File: src/rtl/present_enc_sched_if.sv
// Handshake bundle for the serialized PRESENT-80 encryptor: plaintext/key in, ciphertext out.
// No logic here; latency is defined entirely by the attached controller.
// Back-pressure: in_ready / out_ready close the valid/ready loops on each side.
interface present_enc_sched_if;
  logic        in_valid;
  logic        in_ready;
  logic [63:0] plaintext;
  logic [79:0] key;
  logic        out_valid;
  logic        out_ready;
  logic [63:0] ciphertext;
  logic        busy;

  // Source/sink side (drives offers, consumes results)
  modport master (
    output in_valid, plaintext, key, out_ready,
    input  in_ready, out_valid, ciphertext, busy
  );

  // Encryptor side
  modport slave (
    input  in_valid, plaintext, key, out_ready,
    output in_ready, out_valid, ciphertext, busy
  );
endinterface

File: src/rtl/present_enc_sched.sv
// Serialized PRESENT-80 encryptor: one time-shared S-box covers the state nibbles and the key-schedule nibble.
// Latency: out_valid rises 19*ROUNDS+1 edges after accept (11*ROUNDS+1 with PRESENT_SBOX_DUAL_EN, two S-box lanes).
// Back-pressure: accepts only in IDLE; DONE holds ciphertext constant until out_ready.

module present_sbox (
  input  logic [3:0] din,
  output logic [3:0] dout
);
  // PRESENT 4-bit substitution table
  always_comb begin
    dout = 4'h0;
    case (din)
      4'h0: dout = 4'hC;
      4'h1: dout = 4'h5;
      4'h2: dout = 4'h6;
      4'h3: dout = 4'hB;
      4'h4: dout = 4'h9;
      4'h5: dout = 4'h0;
      4'h6: dout = 4'hA;
      4'h7: dout = 4'hD;
      4'h8: dout = 4'h3;
      4'h9: dout = 4'hE;
      4'hA: dout = 4'hF;
      4'hB: dout = 4'h8;
      4'hC: dout = 4'h4;
      4'hD: dout = 4'h7;
      4'hE: dout = 4'h1;
      4'hF: dout = 4'h2;
      default: dout = 4'h0;
    endcase
  end
endmodule

module present_enc_sched #(
  parameter int ROUNDS = 31
) (
  input logic                 clk,
  input logic                 rst_n,
  present_enc_sched_if.slave  bus
);

  localparam logic [4:0] RC_LAST = 5'(ROUNDS);
`ifdef PRESENT_SBOX_DUAL_EN
  localparam logic [3:0] NC_LAST = 4'd7;
`else
  localparam logic [3:0] NC_LAST = 4'd15;
`endif

  typedef enum logic [2:0] {
    st_idle,
    st_addkey,
    st_sbox,
    st_player,
    st_keyupd,
    st_final,
    st_done
  } fsm_t;

  fsm_t        cur;
  fsm_t        nxt;
  logic [63:0] state;
  logic [79:0] key_r;
  logic [4:0]  rc;
  logic [3:0]  nc;

  logic [79:0] key_rot;
  logic [63:0] perm;
  logic [3:0]  sb0_in;
  logic [3:0]  sb0_out;

  // Key register rotated left by 61 (equivalently right by 19)
  assign key_rot = {key_r[18:0], key_r[79:19]};

  // Bit-permutation layer: bit i lands on (16*i) mod 63, bit 63 is fixed
  always_comb begin
    perm = '0;
    for (int i = 0; i < 63; i++) begin
      perm[(16 * i) % 63] = state[i];
    end
    perm[63] = state[63];
  end

  // Lane-0 S-box input: key nibble during KEYUPD, otherwise the current state nibble
  always_comb begin
`ifdef PRESENT_SBOX_DUAL_EN
    sb0_in = state[{nc[2:0], 3'b000} +: 4];
`else
    sb0_in = state[{nc, 2'b00} +: 4];
`endif
    if (cur == st_keyupd) begin
      sb0_in = key_rot[79:76];
    end
  end

  present_sbox u_sbox0 (
    .din  (sb0_in),
    .dout (sb0_out)
  );

`ifdef PRESENT_SBOX_DUAL_EN
  logic [3:0] sb1_in;
  logic [3:0] sb1_out;

  // Lane 1 only ever serves the odd nibble of the pair
  assign sb1_in = state[{nc[2:0], 3'b100} +: 4];

  present_sbox u_sbox1 (
    .din  (sb1_in),
    .dout (sb1_out)
  );
`endif

  // FSM state register
  always_ff @(posedge clk or negedge rst_n) begin
    if (!rst_n) begin
      cur <= st_idle;
    end else begin
      cur <= nxt;
    end
  end

  // FSM next-state decode
  always_comb begin
    nxt = cur;
    case (cur)
      st_idle:   if (bus.in_valid) nxt = st_addkey;
      st_addkey: nxt = st_sbox;
      st_sbox:   if (nc == NC_LAST) nxt = st_player;
      st_player: nxt = st_keyupd;
      st_keyupd: nxt = (rc == RC_LAST) ? st_final : st_addkey;
      st_final:  nxt = st_done;
      st_done:   if (bus.out_ready) nxt = st_idle;
      default:   nxt = st_idle;
    endcase
  end

  // Datapath: cipher state, key schedule and counters, sequenced by the FSM
  always_ff @(posedge clk or negedge rst_n) begin
    if (!rst_n) begin
      state <= '0;
      key_r <= '0;
      rc    <= '0;
      nc    <= '0;
    end else begin
      case (cur)
        st_idle: begin
          if (bus.in_valid) begin
            state <= bus.plaintext;
            key_r <= bus.key;
            rc    <= 5'd1;
            nc    <= 4'd0;
          end
        end
        st_addkey: begin
          state <= state ^ key_r[79:16];
          nc    <= 4'd0;
        end
        st_sbox: begin
`ifdef PRESENT_SBOX_DUAL_EN
          state[{nc[2:0], 3'b000} +: 4] <= sb0_out;
          state[{nc[2:0], 3'b100} +: 4] <= sb1_out;
`else
          state[{nc, 2'b00} +: 4] <= sb0_out;
`endif
          nc <= nc + 4'd1;
        end
        st_player: begin
          state <= perm;
        end
        st_keyupd: begin
          key_r <= {sb0_out, key_rot[75:20], key_rot[19:15] ^ rc, key_rot[14:0]};
          if (rc != RC_LAST) begin
            rc <= rc + 5'd1;
          end
        end
        st_final: begin
          state <= state ^ key_r[79:16];
        end
        default: begin
        end
      endcase
    end
  end

  // Status outputs decode registered state only
  assign bus.in_ready   = (cur == st_idle);
  assign bus.out_valid  = (cur == st_done);
  assign bus.busy       = (cur != st_idle);
  assign bus.ciphertext = state;

endmodule

File: src/flat_wrapper.sv
// flat-port wrapper written by rule: the top's interface ports become plain ports
module present_enc_sched_flat 
#(
  parameter int ROUNDS = 31
)
  (clk, rst_n, bus_in_valid, bus_plaintext, bus_key, bus_out_ready, bus_in_ready, bus_out_valid, bus_ciphertext, bus_busy);
  present_enc_sched_if bus_i ();
  input logic clk;
  input logic rst_n;
  input wire logic [$bits(bus_i.in_valid)-1:0] bus_in_valid;
  input wire logic [$bits(bus_i.plaintext)-1:0] bus_plaintext;
  input wire logic [$bits(bus_i.key)-1:0] bus_key;
  input wire logic [$bits(bus_i.out_ready)-1:0] bus_out_ready;
  output wire logic [$bits(bus_i.in_ready)-1:0] bus_in_ready;
  output wire logic [$bits(bus_i.out_valid)-1:0] bus_out_valid;
  output wire logic [$bits(bus_i.ciphertext)-1:0] bus_ciphertext;
  output wire logic [$bits(bus_i.busy)-1:0] bus_busy;
  assign bus_i.in_valid = bus_in_valid;
  assign bus_i.plaintext = bus_plaintext;
  assign bus_i.key = bus_key;
  assign bus_i.out_ready = bus_out_ready;
  assign bus_in_ready = bus_i.in_ready;
  assign bus_out_valid = bus_i.out_valid;
  assign bus_ciphertext = bus_i.ciphertext;
  assign bus_busy = bus_i.busy;
  present_enc_sched #(.ROUNDS(ROUNDS)) u_core (.clk(clk), .rst_n(rst_n), .bus(bus_i));
endmodule
File: config.mk
export PLATFORM = sky130hd
export DESIGN_NAME = present_enc_sched_flat
export DESIGN_NICKNAME = d
export VERILOG_FILES = /design/src/rtl/present_enc_sched_if.sv /design/src/rtl/present_enc_sched.sv /design/src/flat_wrapper.sv
export SDC_FILE = /design/constraint.sdc
export NUM_CORES = 1
export LEC_CHECK = 0
export BUFFER_PORTS_ARGS = -buffer_cell sky130_fd_sc_hd__buf_4
export CORE_MARGIN = 5
export CORE_UTILIZATION = 40
export DETAILED_ROUTE_END_ITERATION = 10
export SLEW_MARGIN = 20
export SYNTH_ARGS = -nofsm -noshare
export SYNTH_HDL_FRONTEND = slang
export SYNTH_SLANG_ARGS = --single-unit
File: constraint.sdc
create_clock -name clk -period 7.05 [get_ports clk]
set_input_delay 0.705 -clock clk [delete_from_list [all_inputs] [get_ports clk]]
set_output_delay 0.705 -clock clk [all_outputs]
set_load 0.05 [all_outputs]
==> metrics.yaml, run 1 <==
dr.pass1.iters: 9
async_flop_share: 1.000
cp_slowest_cell: "dfrtp_1"
worstPathRequired_ns: 7.38
core_area_um2: 25980
timing.setup.tns_ns: 0
grtUsageTotal: 0.3230
grt_setup_unrepaired: "false"
yosys.cell_count.top_type: "a21oi_1"
synth_nets: 1459
ys.warnings.count: 0
status: "finished clean"
clock_path_buffers: 2
end_kind: "register"
wire_per_inst_um: 27.34
clock.fmax_mhz: 237.4
initial_core_util: 0.4040
via_per_inst: 6.544
hpwlAfterDp_um: 34360
path_buf_inv: 2
post_cts_buffers: 0
finalHoldViolCount: 0
path_class: "register to register"
cts_buffers: 17
ys.flop_type: "dfrtp_1"
antenna_found_initial: 0
cts_resized: 0
dp_slack_ns: 2.764
critical_path.cell_chain: "buf_4 -> mux4_2 -> nand2_1 -> nand3_1 -> o211ai_1 -> ha_1 -> inv_1 -> o211ai_1 -> o21a_1 -> o22ai_2 -> mux2i_1 -> o21ai_0"
max_stage_delay_ns: 1.02
detail-route-antenna-nets: 0
period_needed_ns: 4.212
port_buffers: 214
dieArea_um2: 29580
path_clk_slew_ns: 0.07
syn_area_per_cell_um2: 8.063
fp.dieW_um: 172
die_h_um: 172
grt_max_degree: 94
slew_viol_final: 0
synth_edf_count: 0
synthTopCellsByArea: "dfrtp_1 37%, o22ai_1 9.8%, a21oi_1 9.8%"
route.detailed.drc: 0
syn_area_um2: 10500
worstMarginPinSlew_ns: 1.158
synth_top_cell_by_area: "dfrtp_1"
ios: 215
rows: 59
place_congestion: 0.9901
multiInputGateArea_um2: 6067
ys_seq_elements: 156
critPathLaunchType: "register"
yosysUniqueCellTypes: 61
ctsRootBufferMaster: "clkbuf_16"
drt_iter0_drc: 1519
grt-ovfl-total: 0
num_antenna_cells: 0
worstPathMaxFanout: 21
relSlewSlack: 0.2260
tritoncts: "built"
setup_viol: 0
htreeDepth: 4
area_growth_pct: 21.88
insertion_delay_ns: 0.45
netlist_top_cells_count: "205 x a21oi_1, 165 x o22ai_1, 156 x dfrtp_1"
n_fill_cell: 2628
setup_slack_ns: 2.838
worstSetupPathDepth: 12
finalCritPeriodShare: 0.5975
hold_path_class: "input pin to async pin"
drive_gt1_frac: 0.2068
grt_pass1_wl_um: 71840
seqCellArea_um2: 3908
cpMostUsedCell: "o211ai_1"
cts.sinks: 156
critPathArrivalTime_ns: 4.54
nets: 1595
worstRegToRegCells: 12
synth.top_cell.area_share: 0.3719
clock_skew_ns: 0.01433
synth_sequential_area_ratio: 0.3719
hold_buffers: 0
wl_um: 48820
first_global_vias: 11040
synthCells: 1302
cap_viol_max_count: 0
cp_top_family: "compound AO/OA/AOI/OAI gates"
dr_total_vias: 11690
[cell type report]
cell class | count | area share
Multi-Input combinational cell | 1016 | 0.4742
Sequential cell | 156 | 0.3054
Timing Repair Buffer | 233 | 0.1370
Clock buffer | 17 | 0.03325
Tap cell | 335 | 0.03276
Clock inverter | 15 | 0.01330
Inverter | 14 | 0.004107
[path summary, 6_finish.rpt]
kind | from | to | slack, ns
worst max-delay path | u_core.nc[1]$_DFFE_PN0P_ | u_core.bus.ciphertext[11]$_DFFE_PN0P_ | 2.84
worst max register to register | u_core.nc[1]$_DFFE_PN0P_ | u_core.bus.ciphertext[11]$_DFFE_PN0P_ | 2.84
worst min register to register | u_core.rc[4]$_DFFE_PN0P_ | u_core.rc[4]$_DFFE_PN0P_ | 0.57
min in group clk | bus_plaintext[50] | u_core.bus.ciphertext[50]$_DFFE_PN0P_ | 0.55
worst min-delay path | rst_n | u_core.key_r[17]$_DFFE_PN0P_ | 0.38
max in group asynchronous | rst_n | u_core.cur[0]$_DFFE_PN0P_ | 5.14
[layer usage]
layer	vias to the layer above	share of wire	global-route usage
met2	694	0.45	0.4970
li1	5186	-	-
met5	-	0	0
met1	5700	0.40	0.4414
met3	108	0.10	0.07133
met4	0	0.044	0.1347
[logic make-up after synthesis]
family,share of synthesized area
flip-flops,0.3719
adder cells (fa/ha/maj),0.01073
XOR/XNOR,0.04422
AND/OR/NAND/NOR,0.1162
multiplexers,0.04601
buffers and inverters,0.05399
AO/OA/AOI/OAI,0.3570
[sequential cells by signal, summed over array words and instances (netlist names)]
register	cells
u_core.bus.ciphertext	64
u_core.nc	4
u_core.rc	5
u_core.key_r	80
u_core.cur	3
[placed cells by master, fill, tap and decap left out, types with 9 or more instances in the layout]
| master | Yosys | layout |
|---|---|---|
| o211ai_1 | 24 | 24 |
| or3_1 | 12 | 12 |
| o21a_1 | 15 | 15 |
| xnor2_1 | 52 | 52 |
| o21ai_0 | 109 | 108 |
| clkbuf_16 | 0 | 17 |
| o21ai_1 | 20 | 20 |
| nand2_1 | 77 | 75 |
| nand3_1 | 44 | 44 |
| dfrtp_1 | 156 | 155 |
| inv_1 | 11 | 11 |
| nor2_1 | 114 | 110 |
| a22o_1 | 19 | 19 |
| mux2i_1 | 31 | 31 |
| nor3_1 | 11 | 11 |
| ha_1 | 9 | 9 |
| a21oi_1 | 205 | 205 |
| buf_4 | 2 | 232 |
| o22ai_1 | 165 | 165 |
| a31oi_1 | 41 | 41 |
[metrics by stage]
stage          utilization  instances  cell area [um^2]  hold slack (ns)
2_1_floorplan            -       1302             10500           0.4094
3_3_place_gp        0.4692       1754             12190           0.5442
3_5_place_dp        0.4692       1754             12190           0.5360
4_1_cts             0.4922       1786             12790           0.4184
5_1_grt             0.4924       1786             12790           0.4607
6_report            0.4924       1786             12790           0.3828
Power of run 1 is left out: the tool's default activity adds up to more than one toggle a clock period on the data nets, which glitch-free logic cannot reach.
==> run 2, diff against run 1 <==
- clock period: 7.05 -> 4.3 ns (I/O delays scaled with it)
==> run 2 against run 1 <==
Design area up 1.1%. Clock skew up 0.0019 ns. Setup slack got worse by 2.2 ns. First-iteration DRC count is 19% lower. Critical path depth shrank 1. Count of clock-buffer cells in the layout did not move. Core utilization increased by 0.55 points. Via count is 0.18% higher. Routed wire length grew 3.9%. Global-route usage rose by 1.5 points. Sequential share of layout area decreased by 0.34 points. Critical path type unchanged.
==> metrics.yaml, run 2 (synthesized netlist as in run 1, its figures left out) <==
status: "finished clean"
worstPathRequired_ns: 4.63
path_class: "register to register"
wl_um: 50740
drive_gt1_frac: 0.2175
critPathArrivalTime_ns: 3.98
hpwlAfterDp_um: 36660
layout_commonest_cell: "buf_4"
cpMostUsedCell: "o211ai_1"
finalHoldViolCount: 0
die_h_um: 172
largest_reg_flops: 80
cp_top_family: "compound AO/OA/AOI/OAI gates"
htreeDepth: 4
timing.setup.tns_ns: 0
antenna_found_initial: 0
num_antenna_cells: 0
cts.sinks: 156
critPathLaunchType: "register"
route.detailed.drc: 0
n_fill_cell: 2560
tritoncts: "built"
dpl.cell_count: 1775
route.met2.wl_um: 23480
clock_skew_ns: 0.01622
dr.pass1.iters: 7
cts_buffers: 17
most-common-layout-cells: "252 x buf_4, 205 x a21oi_1, 165 x o22ai_1"
grt-ovfl-total: 0
top_register: "u_core.key_r"
detail-route-antenna-nets: 0
clock.fmax_mhz: 273.9
fp.dieW_um: 172
max_stage_delay_ns: 0.88
dr.max_layer_used: "met4"
post_cts_buffers: 0
cp_slowest_cell: "dfrtp_1"
worstPathMaxFanout: 22
period_needed_ns: 3.651
grt_setup_unrepaired: "false"
critical_path.cell_chain: "nor2_1 -> a22o_1 -> o211ai_1 -> o211ai_1 -> ha_1 -> inv_1 -> o211ai_1 -> o211ai_1 -> o21a_2 -> o21ai_0 -> a22o_1"
clock_path_buffers: 2
hold_buffers: 0
first_global_vias: 11250
hold_path_class: "input pin to async pin"
place_congestion: 0.9834
drt_iter0_drc: 1231
insertion_delay_ns: 0.44
seqCellArea_um2: 3908
cap_viol_max_count: 0
path_clk_slew_ns: 0.07
ios: 215
grtUsageTotal: 0.3377
slew_viol_final: 0
ctsRootBufferMaster: "clkbuf_16"
rows: 59
dr_total_vias: 11710
wire_per_inst_um: 28.10
setup_viol: 0
worstMarginPinSlew_ns: 0.9800
initial_core_util: 0.4040
relSlewSlack: 0.3467
core_area_um2: 25980
path_buf_inv: 1
cts_resized: 0
end_kind: "register"
dr_wl_met3_um: 4562
dieArea_um2: 29580
final_cells: 1806
finalCritPeriodShare: 0.8492
nets: 1616
wl_met1_um: 21010
via_per_inst: 6.483
grt_max_degree: 99
grt_pass1_wl_um: 74700
port_buffers: 214
area_growth_pct: 23.25
multiInputGateArea_um2: 6061
[run 2: changes by cell type in the layout (fill, tap and decap cells not counted), moves of 2 or more]
cell	change
buf_4	+20
clkinv_4	-2
clkinv_8	-2
clkinvlp_4	+2
[run 2: final timing paths]
path,cells after the start,slack [ns],endpoint,from
hold reg to reg,2,0.58,u_core.key_r[15]$_DFFE_PN0P_,u_core.key_r[15]$_DFFE_PN0P_
max in group asynchronous,2,3.27,u_core.bus.ciphertext[14]$_DFFE_PN0P_,rst_n
hold / removal,1,0.10,u_core.rc[2]$_DFFE_PN0P_,rst_n
setup / recovery,11,0.65,u_core.bus.ciphertext[42]$_DFFE_PN0P_,u_core.nc[0]$_DFFE_PN0P_
setup reg to reg,11,0.65,u_core.bus.ciphertext[42]$_DFFE_PN0P_,u_core.nc[0]$_DFFE_PN0P_
min in group clk,4,0.27,u_core.cur[1]$_DFFE_PN0P_,bus_out_ready
[run 2: area by class of cell]
type,count,area share
Multi-Input combinational cell,1016,0.4684
Sequential cell,156,0.3020
Timing Repair Buffer,254,0.1486
Clock buffer,17,0.03288
Tap cell,335,0.03240
Clock inverter,14,0.01160
Inverter,14,0.004061
[run 2: layer usage]
layer  up-vias  GRT usage
met3        91    0.06744
met1      5779     0.4707
met4         0     0.1118
li1       5229          -
met5         -          0
met2       610     0.5285
[run 2: stage by stage]
stage	hold slack [ns]	utilization	setup slack, ns	cell area, um^2
final	0.1007	0.4979	0.6485	12940
after global routing	0.1786	0.4979	0.4638	12940
after CTS	0.1534	0.4979	0.7902	12940
after detailed placement	0.5526	0.4758	0.8112	12360
after global placement	0.5352	0.4758	0.7703	12360
after floorplan	0.1344	-	1.422	10500
Power of run 2 is left out for the same reason.
